==> config.mk <==
export PLATFORM = sky130hd
export DESIGN_NAME = tow_match_ctrl_flat
export DESIGN_NICKNAME = d
export VERILOG_FILES = /design/src/rtl/tow_match_ctrl_if.sv /design/src/rtl/tow_match_ctrl.sv /design/src/flat_wrapper.sv
export SDC_FILE = /design/constraint.sdc
export NUM_CORES = 1
export LEC_CHECK = 0
export BUFFER_PORTS_ARGS = -buffer_cell sky130_fd_sc_hd__buf_4
export CAP_MARGIN = 20
export CELL_PAD_IN_SITES_DETAIL_PLACEMENT = 0
export CELL_PAD_IN_SITES_GLOBAL_PLACEMENT = 1
export CORE_ASPECT_RATIO = 1.75
export CORE_MARGIN = 2
export CORE_UTILIZATION = 41
export CTS_BUF_LIST = sky130_fd_sc_hd__clkbuf_4 sky130_fd_sc_hd__clkbuf_8
export CTS_CLUSTER_DIAMETER = 100
export DETAILED_ROUTE_END_ITERATION = 12
export GPL_ROUTABILITY_DRIVEN = 0
export PLACE_DENSITY = 0.8
export SLEW_MARGIN = 20
export SYNTH_ARGS = -nofsm -noshare
export SYNTH_HDL_FRONTEND = slang
export SYNTH_SLANG_ARGS = --single-unit
==> constraint.sdc <==
create_clock -name clk -period 3 [get_ports clk]
set_input_delay 0.15 -clock clk [delete_from_list [all_inputs] [get_ports clk]]
set_output_delay 0.15 -clock clk [all_outputs]
set_load 0.01 [all_outputs]
==> src/rtl/tow_match_ctrl_if.sv <==
// ============================================================================
// Module  : tow_match_ctrl_if
// Brief   : Request/handshake and display bundle for the tug-of-war controller.
// Revision: 1.0  initial release
// ============================================================================
`default_nettype none

interface tow_match_ctrl_if #(
    parameter int SCORE_W = 2
);
    logic               slowen;
    // "rand" is a reserved word, so the real-round request is rand_start
    logic               rand_start;
    logic               rand_fake;
    logic               rand_speed;
    logic               winrnd;
    logic               win_player;
    logic               winspeed;
    logic               speed_exit;
    logic               new_match;
    logic               leds_on;
    logic               clear;
    logic [2:0]         led_control;
    logic               fake;
    logic               speed_round;
    logic [SCORE_W-1:0] score_a;
    logic [SCORE_W-1:0] score_b;
    logic               match_over;
    logic               match_winner;

    modport master (
        input  slowen, rand_start, rand_fake, rand_speed, winrnd, win_player,
               winspeed, speed_exit, new_match,
        output leds_on, clear, led_control, fake, speed_round, score_a, score_b,
               match_over, match_winner
    );

    modport slave (
        output slowen, rand_start, rand_fake, rand_speed, winrnd, win_player,
               winspeed, speed_exit, new_match,
        input  leds_on, clear, led_control, fake, speed_round, score_a, score_b,
               match_over, match_winner
    );
endinterface

`default_nettype wire

==> src/rtl/tow_match_ctrl.sv <==
// ============================================================================
// Module  : tow_match_ctrl
// Brief   : Tug-of-war round sequencer with best-of-N match scoring.
// Revision: 1.0  initial release
// ============================================================================
`default_nettype none

module tow_match_ctrl #(
    parameter int WAIT_TICKS    = 2,
    parameter int REARM_TICKS   = 1,
    parameter int GLOAT_TICKS   = 2,
    parameter int FAKE_TICKS    = 3,
    parameter int ROUNDS_TO_WIN = 3,
    parameter int CNT_W         = 4,
    parameter int SCORE_W       = 2
) (
    input  logic             clk,
    input  logic             rst,
    tow_match_ctrl_if.master bus
);

    typedef enum logic [3:0] {
        ST_RESET      = 4'd0,
        ST_WAIT       = 4'd1,
        ST_DARK       = 4'd2,
        ST_PLAY       = 4'd3,
        ST_FAKE       = 4'd4,
        ST_SPEED      = 4'd5,
        ST_SPEED_DISP = 4'd6,
        ST_GLOAT      = 4'd7,
        ST_MATCH_END  = 4'd8
    } state_t;

    localparam logic [CNT_W-1:0]   c_wait_last  = CNT_W'(WAIT_TICKS - 1);
    localparam logic [CNT_W-1:0]   c_rearm_last = CNT_W'(REARM_TICKS - 1);
    localparam logic [CNT_W-1:0]   c_gloat_last = CNT_W'(GLOAT_TICKS - 1);
    localparam logic [CNT_W-1:0]   c_fake_last  = CNT_W'(FAKE_TICKS - 1);
    localparam logic [SCORE_W-1:0] c_win_score  = SCORE_W'(ROUNDS_TO_WIN);

    state_t             state_q, state_d;
    logic [CNT_W-1:0]   cnt_q, cnt_d;
    logic               rearm_q, rearm_d;
    logic               winner_q, winner_d;
    logic [SCORE_W-1:0] score_a_q, score_a_d;
    logic [SCORE_W-1:0] score_b_q, score_b_d;
    logic               match_winner_q, match_winner_d;

    logic               w_credit;
    logic               w_credit_player;
    logic [CNT_W-1:0]   w_wait_last;

    assign w_wait_last = rearm_q ? c_rearm_last : c_wait_last;

    always_comb begin
        state_d         = state_q;
        rearm_d         = rearm_q;
        winner_d        = winner_q;
        score_a_d       = score_a_q;
        score_b_d       = score_b_q;
        match_winner_d  = match_winner_q;
        w_credit        = 1'b0;
        w_credit_player = winner_q;

        case (state_q)
            ST_RESET: begin
                state_d = ST_WAIT;
                rearm_d = 1'b0;
            end
            ST_WAIT: begin
                if (bus.slowen && cnt_q == w_wait_last) state_d = ST_DARK;
            end
            ST_DARK: begin
                if (bus.slowen && bus.rand_fake && !bus.rand_start) begin
                    state_d = ST_FAKE;
                end else if (bus.slowen && bus.rand_speed && !bus.rand_start && !bus.rand_fake) begin
                    state_d = ST_SPEED;
                end else if (bus.slowen && bus.rand_start) begin
                    state_d = ST_PLAY;
                end else if (bus.winrnd) begin
                    // false start: the press still ends the round
                    state_d         = ST_GLOAT;
                    winner_d        = bus.win_player;
                    w_credit        = 1'b1;
                    w_credit_player = bus.win_player;
                end
            end
            ST_PLAY: begin
                if (bus.winrnd) begin
                    state_d         = ST_GLOAT;
                    winner_d        = bus.win_player;
                    w_credit        = 1'b1;
                    w_credit_player = bus.win_player;
                end
            end
            ST_FAKE: begin
                if (bus.slowen && cnt_q == c_fake_last) begin
                    if (bus.winrnd) begin
                        state_d         = ST_GLOAT;
                        winner_d        = bus.win_player;
                        w_credit        = 1'b1;
                        w_credit_player = bus.win_player;
                    end else begin
                        state_d = ST_DARK;
                    end
                end
            end
            ST_SPEED: begin
                if (bus.winspeed) begin
                    state_d  = ST_SPEED_DISP;
                    winner_d = bus.win_player;
                end
            end
            ST_SPEED_DISP: begin
                if (bus.speed_exit) begin
                    state_d         = ST_GLOAT;
                    w_credit        = 1'b1;
                    w_credit_player = winner_q;
                end
            end
            ST_GLOAT: begin
                if (bus.slowen && cnt_q == c_gloat_last) begin
                    if (score_a_q == c_win_score || score_b_q == c_win_score) begin
                        state_d        = ST_MATCH_END;
                        match_winner_d = (score_b_q == c_win_score);
                    end else begin
                        state_d = ST_WAIT;
                        rearm_d = 1'b1;
                    end
                end
            end
            ST_MATCH_END: begin
                if (bus.new_match) begin
                    state_d   = ST_WAIT;
                    rearm_d   = 1'b0;
                    score_a_d = '0;
                    score_b_d = '0;
                end
            end
            default: state_d = ST_RESET;
        endcase

        if (w_credit) begin
            if (w_credit_player) begin
                if (score_b_q != c_win_score) score_b_d = score_b_q + 1'b1;
            end else begin
                if (score_a_q != c_win_score) score_a_d = score_a_q + 1'b1;
            end
        end

        if (state_d != state_q) cnt_d = '0;
        else if (bus.slowen)    cnt_d = cnt_q + 1'b1;
        else                    cnt_d = cnt_q;
    end

    always_ff @(posedge clk) begin
        if (rst) begin
            state_q        <= ST_RESET;
            cnt_q          <= '0;
            rearm_q        <= 1'b0;
            winner_q       <= 1'b0;
            score_a_q      <= '0;
            score_b_q      <= '0;
            match_winner_q <= 1'b0;
        end else begin
            state_q        <= state_d;
            cnt_q          <= cnt_d;
            rearm_q        <= rearm_d;
            winner_q       <= winner_d;
            score_a_q      <= score_a_d;
            score_b_q      <= score_b_d;
            match_winner_q <= match_winner_d;
        end
    end

    always_comb begin
        bus.leds_on     = 1'b1;
        bus.clear       = 1'b1;
        bus.led_control = 3'b001;
        bus.fake        = 1'b0;
        bus.speed_round = 1'b0;
        bus.match_over  = 1'b0;
        case (state_q)
            ST_RESET:      bus.led_control = 3'b001;
            ST_WAIT:       bus.led_control = 3'b010;
            ST_DARK: begin
                bus.leds_on     = 1'b0;
                bus.clear       = 1'b0;
                bus.led_control = 3'b000;
            end
            ST_PLAY: begin
                bus.clear       = 1'b0;
                bus.led_control = 3'b011;
            end
            ST_FAKE: begin
                bus.clear       = 1'b0;
                bus.led_control = 3'b100;
                bus.fake        = 1'b1;
            end
            ST_SPEED: begin
                bus.led_control = 3'b010;
                bus.speed_round = 1'b1;
            end
            ST_SPEED_DISP: bus.led_control = 3'b110;
            ST_GLOAT:      bus.led_control = 3'b011;
            ST_MATCH_END: begin
                bus.led_control = 3'b111;
                bus.match_over  = 1'b1;
            end
            default:       bus.led_control = 3'b001;
        endcase
    end

    assign bus.score_a      = score_a_q;
    assign bus.score_b      = score_b_q;
    assign bus.match_winner = match_winner_q;

endmodule

`default_nettype wire
==> src/flat_wrapper.sv <==
// flat-port wrapper written by rule: the top's interface ports become plain ports
module tow_match_ctrl_flat 
#(
    parameter int WAIT_TICKS    = 2,
    parameter int REARM_TICKS   = 1,
    parameter int GLOAT_TICKS   = 2,
    parameter int FAKE_TICKS    = 3,
    parameter int ROUNDS_TO_WIN = 3,
    parameter int CNT_W         = 4,
    parameter int SCORE_W       = 2
)
  (clk, rst, bus_slowen, bus_rand_start, bus_rand_fake, bus_rand_speed, bus_winrnd, bus_win_player, bus_winspeed, bus_speed_exit, bus_new_match, bus_leds_on, bus_clear, bus_led_control, bus_fake, bus_speed_round, bus_score_a, bus_score_b, bus_match_over, bus_match_winner);
  tow_match_ctrl_if #(.SCORE_W(SCORE_W)) bus_i ();
  input  logic clk;
  input  logic rst;
  input wire logic [$bits(bus_i.slowen)-1:0] bus_slowen;
  input wire logic [$bits(bus_i.rand_start)-1:0] bus_rand_start;
  input wire logic [$bits(bus_i.rand_fake)-1:0] bus_rand_fake;
  input wire logic [$bits(bus_i.rand_speed)-1:0] bus_rand_speed;
  input wire logic [$bits(bus_i.winrnd)-1:0] bus_winrnd;
  input wire logic [$bits(bus_i.win_player)-1:0] bus_win_player;
  input wire logic [$bits(bus_i.winspeed)-1:0] bus_winspeed;
  input wire logic [$bits(bus_i.speed_exit)-1:0] bus_speed_exit;
  input wire logic [$bits(bus_i.new_match)-1:0] bus_new_match;
  output wire logic [$bits(bus_i.leds_on)-1:0] bus_leds_on;
  output wire logic [$bits(bus_i.clear)-1:0] bus_clear;
  output wire logic [$bits(bus_i.led_control)-1:0] bus_led_control;
  output wire logic [$bits(bus_i.fake)-1:0] bus_fake;
  output wire logic [$bits(bus_i.speed_round)-1:0] bus_speed_round;
  output wire logic [$bits(bus_i.score_a)-1:0] bus_score_a;
  output wire logic [$bits(bus_i.score_b)-1:0] bus_score_b;
  output wire logic [$bits(bus_i.match_over)-1:0] bus_match_over;
  output wire logic [$bits(bus_i.match_winner)-1:0] bus_match_winner;
  assign bus_i.slowen = bus_slowen;
  assign bus_i.rand_start = bus_rand_start;
  assign bus_i.rand_fake = bus_rand_fake;
  assign bus_i.rand_speed = bus_rand_speed;
  assign bus_i.winrnd = bus_winrnd;
  assign bus_i.win_player = bus_win_player;
  assign bus_i.winspeed = bus_winspeed;
  assign bus_i.speed_exit = bus_speed_exit;
  assign bus_i.new_match = bus_new_match;
  assign bus_leds_on = bus_i.leds_on;
  assign bus_clear = bus_i.clear;
  assign bus_led_control = bus_i.led_control;
  assign bus_fake = bus_i.fake;
  assign bus_speed_round = bus_i.speed_round;
  assign bus_score_a = bus_i.score_a;
  assign bus_score_b = bus_i.score_b;
  assign bus_match_over = bus_i.match_over;
  assign bus_match_winner = bus_i.match_winner;
  tow_match_ctrl #(.WAIT_TICKS(WAIT_TICKS), .REARM_TICKS(REARM_TICKS), .GLOAT_TICKS(GLOAT_TICKS), .FAKE_TICKS(FAKE_TICKS), .ROUNDS_TO_WIN(ROUNDS_TO_WIN), .CNT_W(CNT_W), .SCORE_W(SCORE_W)) u_core (.clk(clk), .rst(rst), .bus(bus_i));
endmodule
==> run_results.csv, run 1 <==
group,metric,value,unit
sta,clock_skew,3.94,ps
clock_tree,cts.sink_count,15,
cells_and_area,final.fill_count,324,
floorplanning,die_x,45.9,µm
sta,hold_violations,0,
setup_path,critPathKind,"flop to flop",
yosys,synth_ff_type,"dfxtp_1",
pwr,combPwrFrac,29.4,%
pwr,power_density,383,nW/µm²
setup_path,crit_required,3140,ps
yosys,synth-edff-count,0,
placed_design,port_buffers,23,
pwr,p_sw,0.190,mW
drt,drt-initial-drc-count,38,
floorplanning,core-area,2930,µm²
setup_path,critPathSlowestCell,"or4b_1",
yosys,synth-async-reset-ratio,0,%
yosys,yosysWarnings,0,
cells_and_area,layout-drive-gt1-share,18.2,%
grt,grt_max_degree,23,
setup_path,worstPathMaxFanout,22,
drt,drc,0,
pwr,seqPwrFrac,41.6,%
sta,setup_ws,639,ps
yosys,synth_seq_area_share,23.8,%
clock_tree,ctsResizeCount,0,
grt,antenna_found_initial,0,
sta,timing.setup.tns,0,ps
grt,overflow,0,
hold_path,min_to,"u_core.state_q[3]",
clock_tree,clkLatencyLatePin,250,ps
floorplanning,num_rows,26,
drt,vias,1353,
yosys,yosys.area.top_type_share,23.8,%
cells_and_area,nets,209,
clock_tree,clockRootBuffer,"clkbuf_8",
grt,grt_pass1_vias,1293,
yosys,synth_area_leader_cell,"dfxtp_1",
sta,relSlewSlack,55.1,%
setup_path,regToRegSetupSlack,640,ps
yosys,syn-num-nets,189,
setup_path,critPathCaptureType,"flop",
sta,fmax,0.424,GHz
clock_tree,cts_tree,"done",
setup_path,path_cells,"or4b_1, o21ai_0, a311oi_1, and3_1, or3b_4, mux2i_1",
clock_tree,clock_path_buffers,2,
sta,fin_crit,2360,ps
drt,routed_wl,3490,µm
yosys,synth.most_common_cell,"nor2_1",
sta,maxSlewViolCount,0,
yosys,syn_area,1260,µm²
setup_path,reg2regPathDepth,6,
drt,wire_per_inst,15.9,µm
floorplanning,dieArea,3560,µm²
clock_tree,htree_levels,1,
sta,rsz0062_at_grt,"no",
yosys,synth_cells,173,
yosys,yosysUniqueCellTypes,47,
clock_tree,clk_pin_slew,60,ps
cells_and_area,antennaDiodeCount,0,
floorplanning,io_pins,24,
setup_path,cp-start-kind,"flop",
grt,grt.total_usage,21.6,%
job,max_cap_violations,0,
setup_path,r2r_start,"u_core.state_q[1]",
setup_path,arrival,2500,ps
sta,setup_violations,0,
yosys,netlist_top_cells_count,"18 x nor2_1, 15 x dfxtp_1, 14 x nand2_1, 13 x a21oi_1, 11 x o21ai_0",
drt,via_per_inst,6.15,
drt,ant_nets,0,
clock_tree,cts_buffers,3,
sta,tightest_slew,673,ps
hold_path,hp-class,"input pin to flop",
sta,finalCritPeriodShare,78.7,%
pwr,switching_share,33.3,%
yosys,synth_seq_cells,15,
placed_design,post-dp-hpwl,2730,µm
clock_tree,cts_hold_buf,0,
hold_path,whs_path_depth,2,
status,status,"finished clean",
pwr,p_leak,0.608,nW
hold_path,hp-start,"rst",
pwr,irDropWorstVdd,0.336,mV
setup_path,r2r-end,"u_core.bus.score_b[0]",
placed_design,pre_cts_slack,673,ps
floorplanning,start_util,43.1,%
cells_and_area,area_delta_synth_final,17.8,%
pwr,p_int,0.380,mW
drt,dr.pass1.iters,4,
setup_path,critPathMaxStageDelay,660,ps
floorplanning,die_h,77.4,µm
yosys,syn_area_per_cell,7.30,µm²
pwr,power.share.clock,29.0,%
grt,grt_pass1_wl,6020,µm
yosys,synth_area_leaders,"dfxtp_1 24%, nor2_1 5.4%, a21oi_1 5.2%",
clock_tree,cts_setup_buffers,0,
-- stage by stage --
stage	total power, mW	area (µm²)	hold slack, ps	utilization [%]	std cells
6_report	0.570	1490	175	50.8	220
5_1_grt	0.604	1490	179	50.8	220
4_1_cts	0.574	1490	173	50.8	220
3_5_place_dp	0.408	1440	440	49.2	216
3_3_place_gp	0.403	1440	427	49.2	216
2_1_floorplan	0.350	1260	333	-	173
-- worst max-delay path by stage --
stage	from	slack, ps	endpoint	cells past startpoint
final	u_core.state_q[1]	640	u_core.bus.score_b[0]	6
after global routing	u_core.state_q[1]	450	u_core.cnt_q[3]	7
after CTS	u_core.state_q[1]	660	u_core.bus.score_b[0]	6
after detailed placement	u_core.state_q[1]	670	u_core.bus.score_b[0]	6
after global placement	u_core.state_q[1]	750	u_core.bus.score_b[1]	6
after floorplan	u_core.cnt_q[0]	860	u_core.cnt_q[0]	7
-- cell usage in the layout, fill, tap and decap left out, types with 3 or more instances in the layout --
master / Yosys / final
buf_4: 1 / 25
nor2_1: 18 / 18
dfxtp_1: 15 / 15
mux2i_1: 5 / 5
ha_1: 5 / 5
nor3_1: 10 / 10
nor2b_1: 3 / 3
clkbuf_8: 0 / 3
nand3_1: 4 / 4
and3_1: 5 / 5
nand2b_1: 9 / 9
o21ai_0: 11 / 11
nand2_1: 14 / 14
inv_1: 9 / 9
a21oi_1: 13 / 13
o21a_1: 3 / 3
-- power by group through the flow --
stage          clock (mW)  combinational [mW]  sequential (mW)
5_1_grt             0.177               0.187            0.240
4_1_cts             0.170               0.168            0.236
6_report            0.165               0.168            0.237
2_1_floorplan           0               0.125            0.225
3_3_place_gp            0               0.164            0.240
3_5_place_dp            0               0.167            0.241
-- critical path: cells and delay by family, from the launching register on --
kind	cells	cell delay (ps)
AND/OR/NAND/NOR	3	1250
flip-flops	1	520
AO/OA/AOI/OAI	2	340
multiplexers	1	130
-- sequential cells by signal, indices dropped and copies added (netlist names) --
register                 flops
u_core.bus.match_winner      1
u_core.bus.score_a           2
u_core.bus.score_b           2
u_core.cnt_q                 4
u_core.rearm_q               1
u_core.state_q               4
u_core.winner_q              1
-- cell type report --
cell class	count	area (µm²)	share of cell area, %
Timing Repair Buffer	25	188	12.6
Clock inverter	1	5.00	0.336
Multi-Input combinational cell	139	885	59.5
Sequential cell	15	300	20.2
Tap cell	28	35.0	2.35
Clock buffer	3	41.3	2.78
Inverter	9	33.8	2.27
-- cells by family (layout without fill, tap and decap cells) --
kind of cell,count (synthesis),in the layout,share of synthesized area [%]
fa+ha+maj,5,5,4.96
compound gates,47,47,24.9
flops,15,15,23.8
simple gates,78,78,33.5
mux,5,5,3.96
buf+inv,19,38,6.14
xor+xnor,4,4,2.78
-- routing by layer --
layer | GRT usage, % | up-vias | share of wire, %
met2 | 36.4 | 39 | 54
met1 | 27.7 | 645 | 41
met5 | 0 | - | 0
met4 | 5.43 | 0 | 1.1
li1 | - | 665 | -
met3 | 2.79 | 4 | 3.6
No activity file was read; power rests on OpenSTA's default activity.
==> run 2: changes to the inputs <==
Clock period 3 ns to 2.4 ns, I/O delays scaled along.
==> run 2 against run 1 <==
- flip-flop and latch count is the same
- combinational power grew 43%
- cell count grew 4.1%
- clock skew shrank 1.7 ps
- count of clock-buffer cells in the layout is the same
- first-iteration DRC count grew 26%
- core utilization grew 2.3 points
- setup slack lost 490 ps
- critical path type unchanged
- largest cell class unchanged
- highest routed layer unchanged
==> run_results.csv, run 2 (synthesis results as in run 1) <==
group,metric,value,unit
placed_design,post-dp-hpwl,2750,µm
cells_and_area,final_cell_mix,"34 x buf_4, 18 x nor2_1, 15 x dfxtp_1",
clock_tree,clkLatencyLatePin,250,ps
cells_and_area,regArea,300,µm²
floorplanning,io_pins,24,
sta,finalHoldWorstSlack,145,ps
sta,fmax,0.445,GHz
setup_path,critPathKind,"flop to flop",
setup_path,reg2regPathDepth,6,
clock_tree,cts_hold_buf,0,
setup_path,critPathCaptureType,"flop",
sta,clock_skew,2.25,ps
placed_design,port_buffers,23,
cells_and_area,final.fill_count,306,
pwr,power_density,471,nW/µm²
grt,grt_pass1_wl,5810,µm
drt,drc,0,
hold_path,hp-class,"input pin to flop",
cells_and_area,nets,218,
drt,ant_nets,0,
sta,fin_crit,2250,ps
drt,routed_wl,3500,µm
grt,grt_max_degree,15,
cells_and_area,final_util,53.1,%
clock_tree,cts.sink_count,15,
cells_and_area,layout-drive-gt1-share,21.9,%
floorplanning,die_h,77.4,µm
clock_tree,cts_buffers,3,
grt,overflow,0,
pwr,p_leak,0.655,nW
grt,grt.total_usage,21.1,%
floorplanning,die_x,45.9,µm
clock_tree,cts_setup_buffers,0,
sta,maxSlewViolCount,0,
job,max_cap_violations,0,
clock_tree,cts_tree,"done",
grt,grt_pass1_vias,1285,
clock_tree,clockRootBuffer,"clkbuf_8",
drt,vias,1366,
sta,finalCritPeriodShare,93.7,%
cells_and_area,area_delta_synth_final,23.2,%
clock_tree,ctsResizeCount,0,
sta,tightest_slew,475,ps
hold_path,whs_path_depth,2,
drt,dr.pass1.iters,4,
status,status,"finished clean",
sta,rsz0062_at_grt,"no",
sta,timing.setup.tns,0,ps
cells_and_area,multi_input_area,885,µm²
cells_and_area,reg_top3,"u_core.cnt_q (4), u_core.state_q (4)",
drt,wire_per_inst,15.3,µm
setup_path,r2r_start,"u_core.cnt_q[3]",
clock_tree,clock_path_buffers,2,
cells_and_area,antennaDiodeCount,0,
setup_path,arrival,2380,ps
grt,antenna_found_initial,0,
sta,setup_violations,0,
setup_path,cp-start-kind,"flop",
drt,via_per_inst,5.97,
floorplanning,dieArea,3560,µm²
cells_and_area,final_common_cell,"buf_4",
hold_path,hp-start,"rst",
hold_path,min_to,"u_core.bus.match_winner",
drt,drt-initial-drc-count,48,
sta,hold_violations,0,
clock_tree,htree_levels,1,
floorplanning,num_rows,26,
clock_tree,clk_pin_slew,70,ps
floorplanning,core-area,2930,µm²
sta,relSlewSlack,68.3,%
floorplanning,start_util,43.1,%
setup_path,regToRegSetupSlack,150,ps
setup_path,crit_required,2530,ps
setup_path,r2r-end,"u_core.cnt_q[1]",
setup_path,worstPathMaxFanout,4,
pwr,irDropWorstVdd,0.320,mV
-- run 2: through the flow --
| stage | instance area, µm² | worst slack (ps) | std cells | power (mW) |
|---|---|---|---|---|
| after floorplan | 1260 | 255 | 173 | 0.437 |
| after global placement | 1500 | 160 | 224 | 0.518 |
| after detailed placement | 1500 | 136 | 224 | 0.520 |
| after CTS | 1550 | 130 | 228 | 0.728 |
| after global routing | 1560 | 27.5 | 229 | 0.775 |
| final | 1560 | 151 | 229 | 0.732 |
-- run 2: worst max-delay path by stage --
stage / to / cells past startpoint / startpoint / slack, ps
floorplan: u_core.cnt_q[0] / 7 / u_core.cnt_q[0] / 260
global route: u_core.cnt_q[1] / 6 / u_core.cnt_q[1] / 30
global placement: u_core.cnt_q[3] / 6 / u_core.cnt_q[3] / 160
CTS: u_core.cnt_q[1] / 6 / u_core.cnt_q[1] / 130
finish: u_core.cnt_q[1] / 6 / u_core.cnt_q[3] / 150
detailed placement: u_core.cnt_q[1] / 6 / u_core.cnt_q[1] / 140
-- run 2: final cells by class --
| class | instances | share of cell area (%) |
|---|---|---|
| clock buffer | 3 | 2.65 |
| inverter | 9 | 2.17 |
| multi-input combinational | 139 | 56.9 |
| tap | 28 | 2.25 |
| clock inverter | 1 | 0.322 |
| sequential | 15 | 19.3 |
| timing repair buffer | 34 | 16.4 |
-- run 2: power by group --
part / internal (mW) / switching (mW)
clock: 0.115 / 0.0961
sequential: 0.263 / 0.0175
combinational: 0.111 / 0.129
total: 0.489 / 0.243
-- run 2: worst max-delay path, stage by stage (launching register included) --
cell      delay [ps]
dfxtp_1          350
or4b_1           540
or4_1            530
a221oi_2         250
a31oi_1          120
o21ai_2          250
nor3_1            90
-- run 2: layer usage --
layer | part of all wire, % | up-vias | global-route usage [%]
met5 | 0 | - | 0
met4 | 1.5 | 0 | 5.43
met3 | 2.8 | 4 | 2.09
met2 | 55 | 28 | 35.6
met1 | 41 | 647 | 27.3
li1 | - | 687 | -
==> run 3: changes to the inputs <==
Settings changed: CELL_PAD_IN_SITES_GLOBAL_PLACEMENT 1 to 2, CORE_UTILIZATION 41 to 32.
==> run 3 against run 2 <==
- die area is 26% higher
- cell count grew 7.4%
- register-to-register slack worse by 30 ps
- flip-flop and latch count unchanged
- routed wire length is 9.9% higher
- sequential power hardly changed
- clock skew is 1.5 ps lower
- clock power is 6% higher
- via count increased by 0.95%
- sequential share of layout area decreased by 0.14 points
- critical path type unchanged
- critical endpoint is now u_core.bus.score_b[1]
- largest cell class unchanged
==> run_results.csv, run 3 (synthesis results as in run 1) <==
group,metric,value,unit
cells_and_area,layout.cells.non_filler,246,
grt,antenna_found_initial,0,
grt,grt_pass1_wl,6350,µm
cells_and_area,antennaDiodeCount,0,
setup_path,worstPathMaxFanout,9,
pwr,irDropWorstVdd,0.311,mV
setup_path,crit_required,2540,ps
setup_path,arrival,2420,ps
cells_and_area,final_common_cell,"buf_4",
drt,dr.pass1.iters,4,
clock_tree,cts_tree,"done",
status,status,"finished clean",
hold_path,whs_path_depth,2,
drt,routed_wl,3850,µm
clock_tree,cts.sink_count,15,
drt,wire_per_inst,15.6,µm
job,max_cap_violations,0,
cells_and_area,finalInstanceArea,1570,µm²
clock_tree,clkLatencyLatePin,250,ps
drt,wl_met2,2170,µm
cells_and_area,layout-drive-gt1-share,21.2,%
pwr,p_leak,0.641,nW
setup_path,critPathKind,"flop to flop",
cells_and_area,nets,215,
placed_design,post-dp-hpwl,3040,µm
drt,wl_met3,87,µm
drt,ant_nets,0,
grt,grt_pass1_vias,1365,
sta,relSlewSlack,69.0,%
sta,rsz0062_at_grt,"no",
sta,tightest_slew,466,ps
grt,overflow,0,
sta,hold_violations,0,
clock_tree,clock_path_buffers,2,
floorplanning,die_x,51.5,µm
placed_design,pre_cts_slack,118,ps
placed_design,place_inst,242,
clock_tree,cts_buffers,3,
drt,vias,1379,
cells_and_area,final_cell_mix,"31 x buf_4, 18 x nor2_1, 15 x dfxtp_1",
sta,timing.setup.tns,0,ps
sta,fmax,0.440,GHz
floorplanning,die_h,87.1,µm
placed_design,placed_area,1510,µm²
sta,fin_crit,2270,ps
setup_path,critPathCaptureType,"flop",
grt,grt_max_degree,20,
clock_tree,cts_hold_buf,0,
sta,setup_ws,126,ps
sta,finalCritPeriodShare,94.8,%
drt,via_per_inst,5.61,
drt,drc,0,
pwr,power_density,474,nW/µm²
sta,clock_skew,0.741,ps
cells_and_area,reg_top3,"u_core.cnt_q (4), u_core.state_q (4)",
floorplanning,io_pins,24,
floorplanning,num_rows,30,
drt,drt-initial-drc-count,45,
floorplanning,start_util,33.0,%
cells_and_area,final.fill_count,429,
floorplanning,core-area,3830,µm²
drt,route.top_layer_used,"met4",
drt,wl_met1,1540,µm
placed_design,port_buffers,23,
floorplanning,dieArea,4480,µm²
sta,maxSlewViolCount,0,
hold_path,hp-class,"input pin to flop",
grt,grt.total_usage,18.4,%
cells_and_area,area_delta_synth_final,24.1,%
pwr,finalPower,0.743,mW
clock_tree,htree_levels,1,
setup_path,cp-start-kind,"flop",
sta,setup_violations,0,
clock_tree,clockRootBuffer,"clkbuf_8",
clock_tree,clk_pin_slew,60,ps
setup_path,reg2regPathDepth,6,
run 3: critical path: stages (launching register included):
cell and delay (ps):
dfxtp_1 380, or4b_1 650, o21ai_0 240, a311oi_2 150, and3_1 220, or3b_4 400, mux2i_1 130
run 3: report_power, final:
| part | internal, mW | switching [mW] |
|---|---|---|
| logic | 0.105 | 0.132 |
| clock network | 0.129 | 0.0938 |
| registers | 0.263 | 0.0202 |
| total | 0.497 | 0.246 |
run 3: through the flow:
| stage | hold WS (ps) | util [%] |
|---|---|---|
| final | 141 | 40.9 |
| after global routing | 145 | 40.9 |
| after CTS | 138 | 40.8 |
| after detailed placement | 402 | 39.5 |
| after global placement | 397 | 39.5 |
| after floorplan | 303 | - |
run 3: area by class of cell:
| type | instances | area, µm² | share of cell area (%) |
|---|---|---|---|
| multi-input combinational | 139 | 891 | 56.9 |
| sequential | 15 | 300 | 19.2 |
| timing repair buffer | 31 | 233 | 14.9 |
| tap | 48 | 60.1 | 3.83 |
| clock buffer | 4 | 48.8 | 3.12 |
| inverter | 9 | 33.8 | 2.16 |
run 3: worst paths after layout:
path | startpoint | slack [ps] | endpoint
min | rst | 140 | u_core.state_q[2]
max reg2reg | u_core.state_q[0] | 130 | u_core.bus.score_b[1]
max | u_core.state_q[0] | 130 | u_core.bus.score_b[1]
min reg2reg | u_core.bus.score_a[1] | 480 | u_core.bus.score_a[1]
run 3: timing repair:
action | CTS | global route
setup buffers | 0 | 0
setup endpoints to repair | 0 | 4
gates resized for setup | 0 | 1
run 3: metal layers:
metal | GRT usage [%] | vias to the layer above
met3 | 1.55 | 7
met2 | 35.4 | 21
li1 | - | 683
met1 | 20.8 | 668
met5 | 0 | -
met4 | 5.02 | 0
